<file path="config.mk">
export PLATFORM = sky130hd
export DESIGN_NAME = wasm_mem_arbiter
export DESIGN_NICKNAME = d
export VERILOG_FILES = /design/src/rtl/wasm_pkg.sv /design/src/rtl/wasm_mem_arbiter.sv
export SDC_FILE = /design/constraint.sdc
export NUM_CORES = 1
export LEC_CHECK = 0
export CAP_MARGIN = 15
export CORE_AREA = 2 2 196 198
export CTS_CLUSTER_SIZE = 14
export DETAILED_ROUTE_END_ITERATION = 7
export DIE_AREA = 0 0 198 200
export HOLD_SLACK_MARGIN = 0.08
export PLACE_DENSITY = 0.44
export SETUP_SLACK_MARGIN = 0.2
export SLEW_MARGIN = 10
export SYNTH_ARGS = -nofsm -noshare
export SYNTH_HDL_FRONTEND = slang
export SYNTH_SLANG_ARGS = --single-unit
</file>
<file path="constraint.sdc">
create_clock -name clk -period 3.1 [get_ports clk]
set_clock_uncertainty 0.05 [all_clocks]
set_input_delay 0.93 -clock clk [delete_from_list [all_inputs] [get_ports clk]]
set_output_delay 0.93 -clock clk [all_outputs]
set_load 0.02 [all_outputs]
</file>
<file path="src/rtl/wasm_pkg.sv">
// Shared types for the wasm CPU + memory subsystem: access sizes, memory
// arbiter FSM states and arbiter defaults.
package wasm_pkg;

    typedef enum logic [1:0] {
        MEM_SIZE_1B = 2'd0,
        MEM_SIZE_2B = 2'd1,
        MEM_SIZE_4B = 2'd2,
        MEM_SIZE_8B = 2'd3
    } mem_size_t;

    typedef enum logic [1:0] {
        ARB_IDLE      = 2'd0,
        ARB_ISSUE     = 2'd1,
        ARB_WAIT_RESP = 2'd2
    } mem_arb_state_t;

    localparam int ARB_MAX_WAIT_DEFAULT = 8;
    localparam logic [7:0] ARB_WAIT_SAT = 8'hFF;

    function automatic logic [7:0] sat_inc8(input logic [7:0] v);
        return (v == ARB_WAIT_SAT) ? v : v + 8'd1;
    endfunction

endpackage

</file>
<file path="src/rtl/wasm_mem_arbiter.sv">
// Two-requester arbiter (CPU fixed priority, host starvation-protected) in front of
// the wasm_memory data port. Optional grant statistics under WASM_MEM_ARB_STATS_EN.
//
// state          | meaning
// ARB_IDLE       | no access in flight, arbitrate and grant
// ARB_ISSUE      | latched request presented to memory until accepted
// ARB_WAIT_RESP  | waiting for memory response, routed to owner
module wasm_mem_arbiter
    import wasm_pkg::*;
#(
    parameter int ADDR_W   = 32,
    parameter int DATA_W   = 64,
    parameter int MAX_WAIT = ARB_MAX_WAIT_DEFAULT
) (
    input  logic              clk,
    input  logic              rst_n,

    input  logic              cpu_req_valid,
    output logic              cpu_req_ready,
    input  logic [ADDR_W-1:0] cpu_req_addr,
    input  logic [DATA_W-1:0] cpu_req_wdata,
    input  logic              cpu_req_we,
    input  mem_size_t         cpu_req_size,
    output logic              cpu_resp_valid,
    output logic [DATA_W-1:0] cpu_resp_rdata,
    output logic              cpu_resp_trap,

    input  logic              host_req_valid,
    output logic              host_req_ready,
    input  logic [ADDR_W-1:0] host_req_addr,
    input  logic [DATA_W-1:0] host_req_wdata,
    input  logic              host_req_we,
    input  mem_size_t         host_req_size,
    output logic              host_resp_valid,
    output logic [DATA_W-1:0] host_resp_rdata,
    output logic              host_resp_trap,

    output logic              mem_req_valid,
    input  logic              mem_req_ready,
    output logic [ADDR_W-1:0] mem_req_addr,
    output logic [DATA_W-1:0] mem_req_wdata,
    output logic              mem_req_we,
    output mem_size_t         mem_req_size,
    input  logic              mem_resp_valid,
    input  logic [DATA_W-1:0] mem_resp_rdata,
    input  logic              mem_resp_trap,

`ifdef WASM_MEM_ARB_STATS_EN
    output logic [31:0]       stat_cpu_grants,
    output logic [31:0]       stat_host_grants,
    output logic [31:0]       stat_host_forced,
`endif
    output logic              busy,
    output logic              proto_err
);

    localparam logic [7:0] MAX_WAIT_C = 8'(MAX_WAIT);

    mem_arb_state_t    state_q, state_d;
    logic              owner_q;
    logic [7:0]        wait_cnt_q;
    logic [ADDR_W-1:0] addr_q;
    logic [DATA_W-1:0] wdata_q;
    logic              we_q;
    mem_size_t         size_q;
    logic              proto_err_q;

    logic cpu_win, host_win, resp_hit;

    always_comb begin
        state_d  = state_q;
        cpu_win  = 1'b0;
        host_win = 1'b0;
        resp_hit = 1'b0;
        case (state_q)
            ARB_IDLE: begin
                if (host_req_valid && (wait_cnt_q >= MAX_WAIT_C || !cpu_req_valid)) begin
                    host_win = 1'b1;
                end else if (cpu_req_valid) begin
                    cpu_win = 1'b1;
                end
                if (cpu_win || host_win) begin
                    state_d = ARB_ISSUE;
                end
            end
            ARB_ISSUE: begin
                if (mem_req_ready) begin
                    state_d = ARB_WAIT_RESP;
                end
            end
            ARB_WAIT_RESP: begin
                if (mem_resp_valid) begin
                    resp_hit = 1'b1;
                    state_d  = ARB_IDLE;
                end
            end
            default: state_d = ARB_IDLE;
        endcase
    end

    always_ff @(posedge clk or negedge rst_n) begin
        if (!rst_n) begin
            state_q     <= ARB_IDLE;
            owner_q     <= 1'b0;
            wait_cnt_q  <= 8'd0;
            addr_q      <= '0;
            wdata_q     <= '0;
            we_q        <= 1'b0;
            size_q      <= MEM_SIZE_1B;
            proto_err_q <= 1'b0;
        end else begin
            state_q <= state_d;
            if (cpu_win) begin
                owner_q <= 1'b0;
                addr_q  <= cpu_req_addr;
                wdata_q <= cpu_req_wdata;
                we_q    <= cpu_req_we;
                size_q  <= cpu_req_size;
            end else if (host_win) begin
                owner_q <= 1'b1;
                addr_q  <= host_req_addr;
                wdata_q <= host_req_wdata;
                we_q    <= host_req_we;
                size_q  <= host_req_size;
            end
            if (!host_req_valid || host_win) begin
                wait_cnt_q <= 8'd0;
            end else begin
                wait_cnt_q <= sat_inc8(wait_cnt_q);
            end
            // A response strobe outside WAIT_RESP means memory and arbiter disagree.
            if (mem_resp_valid && state_q != ARB_WAIT_RESP) begin
                proto_err_q <= 1'b1;
            end
        end
    end

    // Readies are masked while reset is held so nothing can be accepted during reset.
    assign cpu_req_ready  = cpu_win  & rst_n;
    assign host_req_ready = host_win & rst_n;

    assign cpu_resp_valid  = resp_hit & ~owner_q;
    assign host_resp_valid = resp_hit &  owner_q;
    assign cpu_resp_rdata  = cpu_resp_valid  ? mem_resp_rdata : '0;
    assign host_resp_rdata = host_resp_valid ? mem_resp_rdata : '0;
    assign cpu_resp_trap   = cpu_resp_valid  & mem_resp_trap;
    assign host_resp_trap  = host_resp_valid & mem_resp_trap;

    assign mem_req_valid = (state_q == ARB_ISSUE);
    assign mem_req_addr  = addr_q;
    assign mem_req_wdata = wdata_q;
    assign mem_req_we    = we_q;
    assign mem_req_size  = size_q;

    assign busy      = (state_q != ARB_IDLE);
    assign proto_err = proto_err_q;

`ifdef WASM_MEM_ARB_STATS_EN
    always_ff @(posedge clk or negedge rst_n) begin
        if (!rst_n) begin
            stat_cpu_grants  <= 32'd0;
            stat_host_grants <= 32'd0;
            stat_host_forced <= 32'd0;
        end else begin
            if (cpu_win) begin
                stat_cpu_grants <= stat_cpu_grants + 32'd1;
            end
            if (host_win) begin
                stat_host_grants <= stat_host_grants + 32'd1;
            end
            // Host only beats a valid CPU request through the wait threshold.
            if (host_win && cpu_req_valid) begin
                stat_host_forced <= stat_host_forced + 32'd1;
            end
        end
    end
`endif

endmodule

</file>
-- Yosys cells after proc, flatten, opt, wreduce, memory -nomap -nowiden
Cells that the tools add are included.
Widths: inputs -> output; s select.
- add/sub/neg operators: 1
- $mul: 0
- divide/modulo/power cells: 0
- $lt $le $gt $ge: 1
- equality and inequality tests: 8
- shift-type cells: 0
- mux-type cells: 27
- bitwise gates (word level): 7
- reductions and logical operators: 11
- operator list (operator ; count):
    $mux 64 ; 4
    $mux 32 ; 2
    $mux 8 ; 2
    $mux 1 ; 13
    $mux 2 ; 5
    $add 8x1->8 const B ; 1
    $eq 8x8->1 const B ; 1
    $ge 8x4->1 const B ; 1
    $ne 2x2->1 const B ; 4
    $and 1x1->1 ; 6
    $pmux 2 s3 ; 1
    $reduce_bool 2->1 ; 2
    $logic_or 1x1->1 ; 3
    $reduce_and 3->1 ; 1
    $eq 2x1->1 const B ; 1
    $eq 2x2->1 const B ; 1
    $logic_and 1x1->1 ; 2
    $logic_not 1->1 ; 2
    $logic_not 2->1 ; 1
    $ne 2x1->1 const B ; 1
    $not 1->1 ; 1
- bits in registers: 111
- bits in latches: 0
- bits in writable memories: 0
- ROM bits: 0
- output and inout bits: 236
- memories kept: 0

-- Depth between registers and ports, before layout
- depth after elaboration: 8
- gate-level depth with buffers: 7
- depth with buffers taken out: 5

-- Least setup slack after synthesis
Ideal clock, no wire load.
- path kind: input -> output
- from: in host_req_valid
- to: out cpu_req_ready
- arrival time: 1.955 ns
- required time: 2.120 ns
- setup slack: 0.165 ns
- stages on the path: 5
- buffers on the path: 2
- cell sequence: nor4b_1 -> a21o_1 -> buf_6 -> buf_6 -> and2_1
- longest elaborated chain between the ends: 5
- RTL lines (item ; line ; text):
    start, declared ; wasm_mem_arbiter.sv:28 ; input logic host_req_valid,
    $logic_and 1x1->1 ; wasm_mem_arbiter.sv:77 ; if (host_req_valid && (wait_cnt_q >= MAX_WAIT_C || !cpu_req_valid)) begin
    $mux 1 ; wasm_mem_arbiter.sv:77 ;
    $mux 1 (2 in series) ; wasm_mem_arbiter.sv:75 ; case (state_q)
    $and 1x1->1 ; wasm_mem_arbiter.sv:139 ; assign cpu_req_ready = cpu_win & rst_n;
    end, declared ; wasm_mem_arbiter.sv:19 ; output logic cpu_req_ready,
Every way passes these cells. The select of a mux whose other input is x is not followed.

-- Worst setup path in the final report
- from: in mem_resp_valid
- to: out host_resp_rdata[5]
- longest elaborated chain between the ends: 4
- RTL lines (item ; line ; text):
    start, declared ; wasm_mem_arbiter.sv:44 ; input logic mem_resp_valid,
    $mux 1 ; wasm_mem_arbiter.sv:92 ; if (mem_resp_valid) begin
    $mux 1 ; wasm_mem_arbiter.sv:75 ;
    $and 1x1->1 ; wasm_mem_arbiter.sv:143 ; assign host_resp_valid = resp_hit & owner_q;
    $mux 64 ; wasm_mem_arbiter.sv:145 ; assign host_resp_rdata = host_resp_valid ? mem_resp_rdata : '0;
    end, declared ; wasm_mem_arbiter.sv:35 ; output logic [DATA_W-1:0] host_resp_rdata,
Every way passes these cells.

==> reports/qor.tcl <==
set qor(critPathArrivalTime_ns) 2.05
set qor(grt_start_max_net_pins) 89
set qor(achievable-frequency_mhz) 329.8
set qor(crit_top_cell) {buf_12}
set qor(mostFrequentLayoutCell) {clkdlybuf4s50_1}
set qor(placementRows) 71
set qor(final_design_area_no_fill_um2) 12890
set qor(placed_cells) 1733
set qor(hpwl_reported_at_the_end_of_detailed_placement_um) 24840
set qor(dieArea_um2) 39600
set qor(clock_insertion_delay_worst_skew_ns) 0.37
set qor(postRouteWirelength_um) 33960
set qor(synth-seq-area-share) 0.4630
set qor(max-cap-violations) 0
set qor(final_critical_path_setup_slack_ns) 0.06827
set qor(postSynthNetCount) 1021
set qor(rsz_0062_raised_after_global_routing) {yes}
set qor(dp_worst_setup_slack_ns) -0.7389
set qor(initialDrtViolationCount) 299
set qor(timing_worst_setup_path_type) {in -> out}
set qor(number_of_antenna_violations_at_the_first_check_in_global_routing) 3
set qor(min_delay_path_class) {reg -> reg}
set qor(hold_buffers) 0
set qor(synth_seq_cells) 111
set qor(floorplan.initialDensity) 0.1604
set qor(finalSetupViolCount) 0
set qor(timing.critical_path.from_type) {primary input}
set qor(gp_routability_congestion) 0.7757
set qor(most_used_routing_layer) {met2}
set qor(total_power_w) 0.009803
set qor(slew_headroom) 0.4161
set qor(nNetsFinal) 1534
set qor(gr-usage-met2) 0.2543
set qor(layout-area-overhead-vs-synth_pct) 114.9
set qor(synth.lib_cells_used.distinct) 37
set qor(vias) 7095
set qor(async_flop_share) 1.000
set qor(drtAntennaViolNets) 0
set qor(count_of_flip_flops_with_a_built_in_enable_after_synthesis) 0
set qor(crit_slowest_cell) {and4b_4}
set qor(synthesis.area_um2) 6000
set qor(slew_violations) 0
set qor(tritoncts) {built}
set qor(report.final.hold_viol_count) 0
set qor(grt_first_pass_wirelength_um) 46730
set qor(grtUsageTotal) 0.1612
set qor(netlist_instances) 750
set qor(setup.reg_to_reg.worst_slack_ns) 0.90
set qor(path_cells) {buf_8 -> and4b_4 -> buf_12 -> buf_12 -> buf_12 -> buf_16 -> and2_4 -> buf_6}
set qor(placement.cell_area_um2) 11740
set qor(met3_routing_resource_usage_after_global_routing) 0.04385
set qor(power-per-cell-area_nw_per_um2) 760.3
set qor(layout_common_cells) {clkdlybuf4s50_1 (362), nand2_1 (201), dfrtp_1 (111)}
set qor(fp.dieW_um) 198
set qor(dieHeight_um) 200
set qor(layout.cells.non_filler) 1781
set qor(crit_path_end_kind) {output port}
set qor(maximum_fanout_count_along_the_critical_path) 8
set qor(num_ports) 505
set qor(clk_root_buffer_cell) {clkbuf_16}
set qor(worstMarginPinSlew_ns) 0.8759
set qor(power_leakage_nw) 5.545
set qor(route.detailed.drc) 0
set qor(vias_per_cell) 3.984
set qor(cts_max_path_buffers) 2
set qor(core_um2) 37400
set qor(outcome) {finished, final reports clean}
set qor(met1_usage) 0.2197
set qor(numPortBuffers) 504
set qor(period_share) 0.9780
set qor(timing.final.crit_period_ns) 3.032
set qor(clock_sinks) 111
set qor(synthesis.yosys.warnings) 0
set qor(grt_overflow_total) 0
set qor(cts_h_tree_depth) 3
set qor(critPathRequiredTime_ns) 2.12
set qor(post_route_cells_drive_above_1_share) 0.2382
set qor(post_synth.cell_area_avg_um2) 7.999
set qor(grt_pass1_vias) 6967
set qor(fin_tns_setup_ns) 0
set qor(synth_ff_type) {dfrtp_1}
set qor(cts.reportedPaths.clkPinSlew_ns) 0.08
set qor(cts_inserted_buffers) 9
set qor(worst_path_largest_cell_delay_ns) 0.21
set qor(firstDrtPassIters) 5
set qor(ir_worst_vdd_mv) 0.4124
set qor(routedWlPerCell_um) 19.07
-- worst max-delay path, delay by kind of cell --
family                 cells  cell delay [ns]
buffers and inverters      6             0.75
and+or+nand+nor            2             0.37
-- layer usage --
layer,routed length (um),part of all wire
met4,445,0.013
met5,12,0.00035
met1,15620,0.46
met2,15800,0.47
met3,2081,0.061
-- area by class of cell --
type / count / area [um2]
Clock inverter: 6 / 92.59
Fill cell: 3931 / 24510
Antenna cell: 2 / 5.005
Inverter: 5 / 18.77
Timing Repair Buffer: 558 / 5949
Clock buffer: 10 / 229.0
Tap cell: 511 / 639.4
Sequential cell: 111 / 2778
Multi-Input combinational cell: 578 / 3182
-- state kept, by name (all words and copies together) (netlist names) --
signal         flops
mem_req_we         1
wait_cnt_q         8
owner_q            1
proto_err          1
state_q            2
mem_req_addr      32
mem_req_size       2
mem_req_wdata     64
-- path summary, 6_finish.rpt --
check	endpoint	startpoint	cells after the start
min in group asynchronous	mem_req_wdata[37]	rst_n	2
min	proto_err	proto_err	1
max reg2reg	mem_req_wdata[13]	state_q[1]	8
max in group asynchronous	mem_req_addr[6]	rst_n	3
max	host_resp_rdata[5]	mem_resp_valid	8
min reg2reg	proto_err	proto_err	1
-- what timing repair did --
| action | in CTS | in global routing |
|---|---|---|
| setup buffers | 12 | 5 |
| pin swaps | 28 | 8 |
| endpoints found under the setup margin | 135 | 110 |
| resized for setup | 696 | 136 |
| cloned | 11 | 2 |
-- cells by family after synthesis --
group,count (synthesis),share of synthesized area
xor+xnor,1,0.001460
buf+inv,61,0.05464
fa+ha+maj,2,0.004170
mux,2,0.003337
compound gates,111,0.1166
simple gates,462,0.3568
flops,111,0.4630
-- report_power, final --
part           internal, W  switching [W]  total, W
registers          0.00214       0.000358   0.00250
logic              0.00276        0.00323   0.00599
clock network     0.000714       0.000602   0.00132
-- synthesized netlist by cell type, types with 2 or more instances --
cell type,instances,share of area
a21o_1,3,0.0038
a21oi_1,2,0.0017
a31oi_1,101,0.11
and2_1,132,0.14
and3_1,4,0.0042
buf_2,15,0.013
buf_6,10,0.019
clkbuf_1,28,0.018
dfrtp_1,111,0.46
ha_1,2,0.0042
inv_1,4,0.0025
mux2i_1,2,0.0033
nand2_1,201,0.13
nand3_1,2,0.0017
nor2_1,109,0.068
nor3_1,3,0.0025
-- per-stage QoR --
step / hold WS [ns] / util
6_report: 0.4145 / 0.3448
3_3_place_gp: 0.4081 / 0.3138
2_1_floorplan: 0.4283 / -
3_5_place_dp: 0.3971 / 0.3138
5_1_grt: 0.4335 / 0.3447
4_1_cts: 0.4200 / 0.3377
Power figures use the tool's default switching activity.
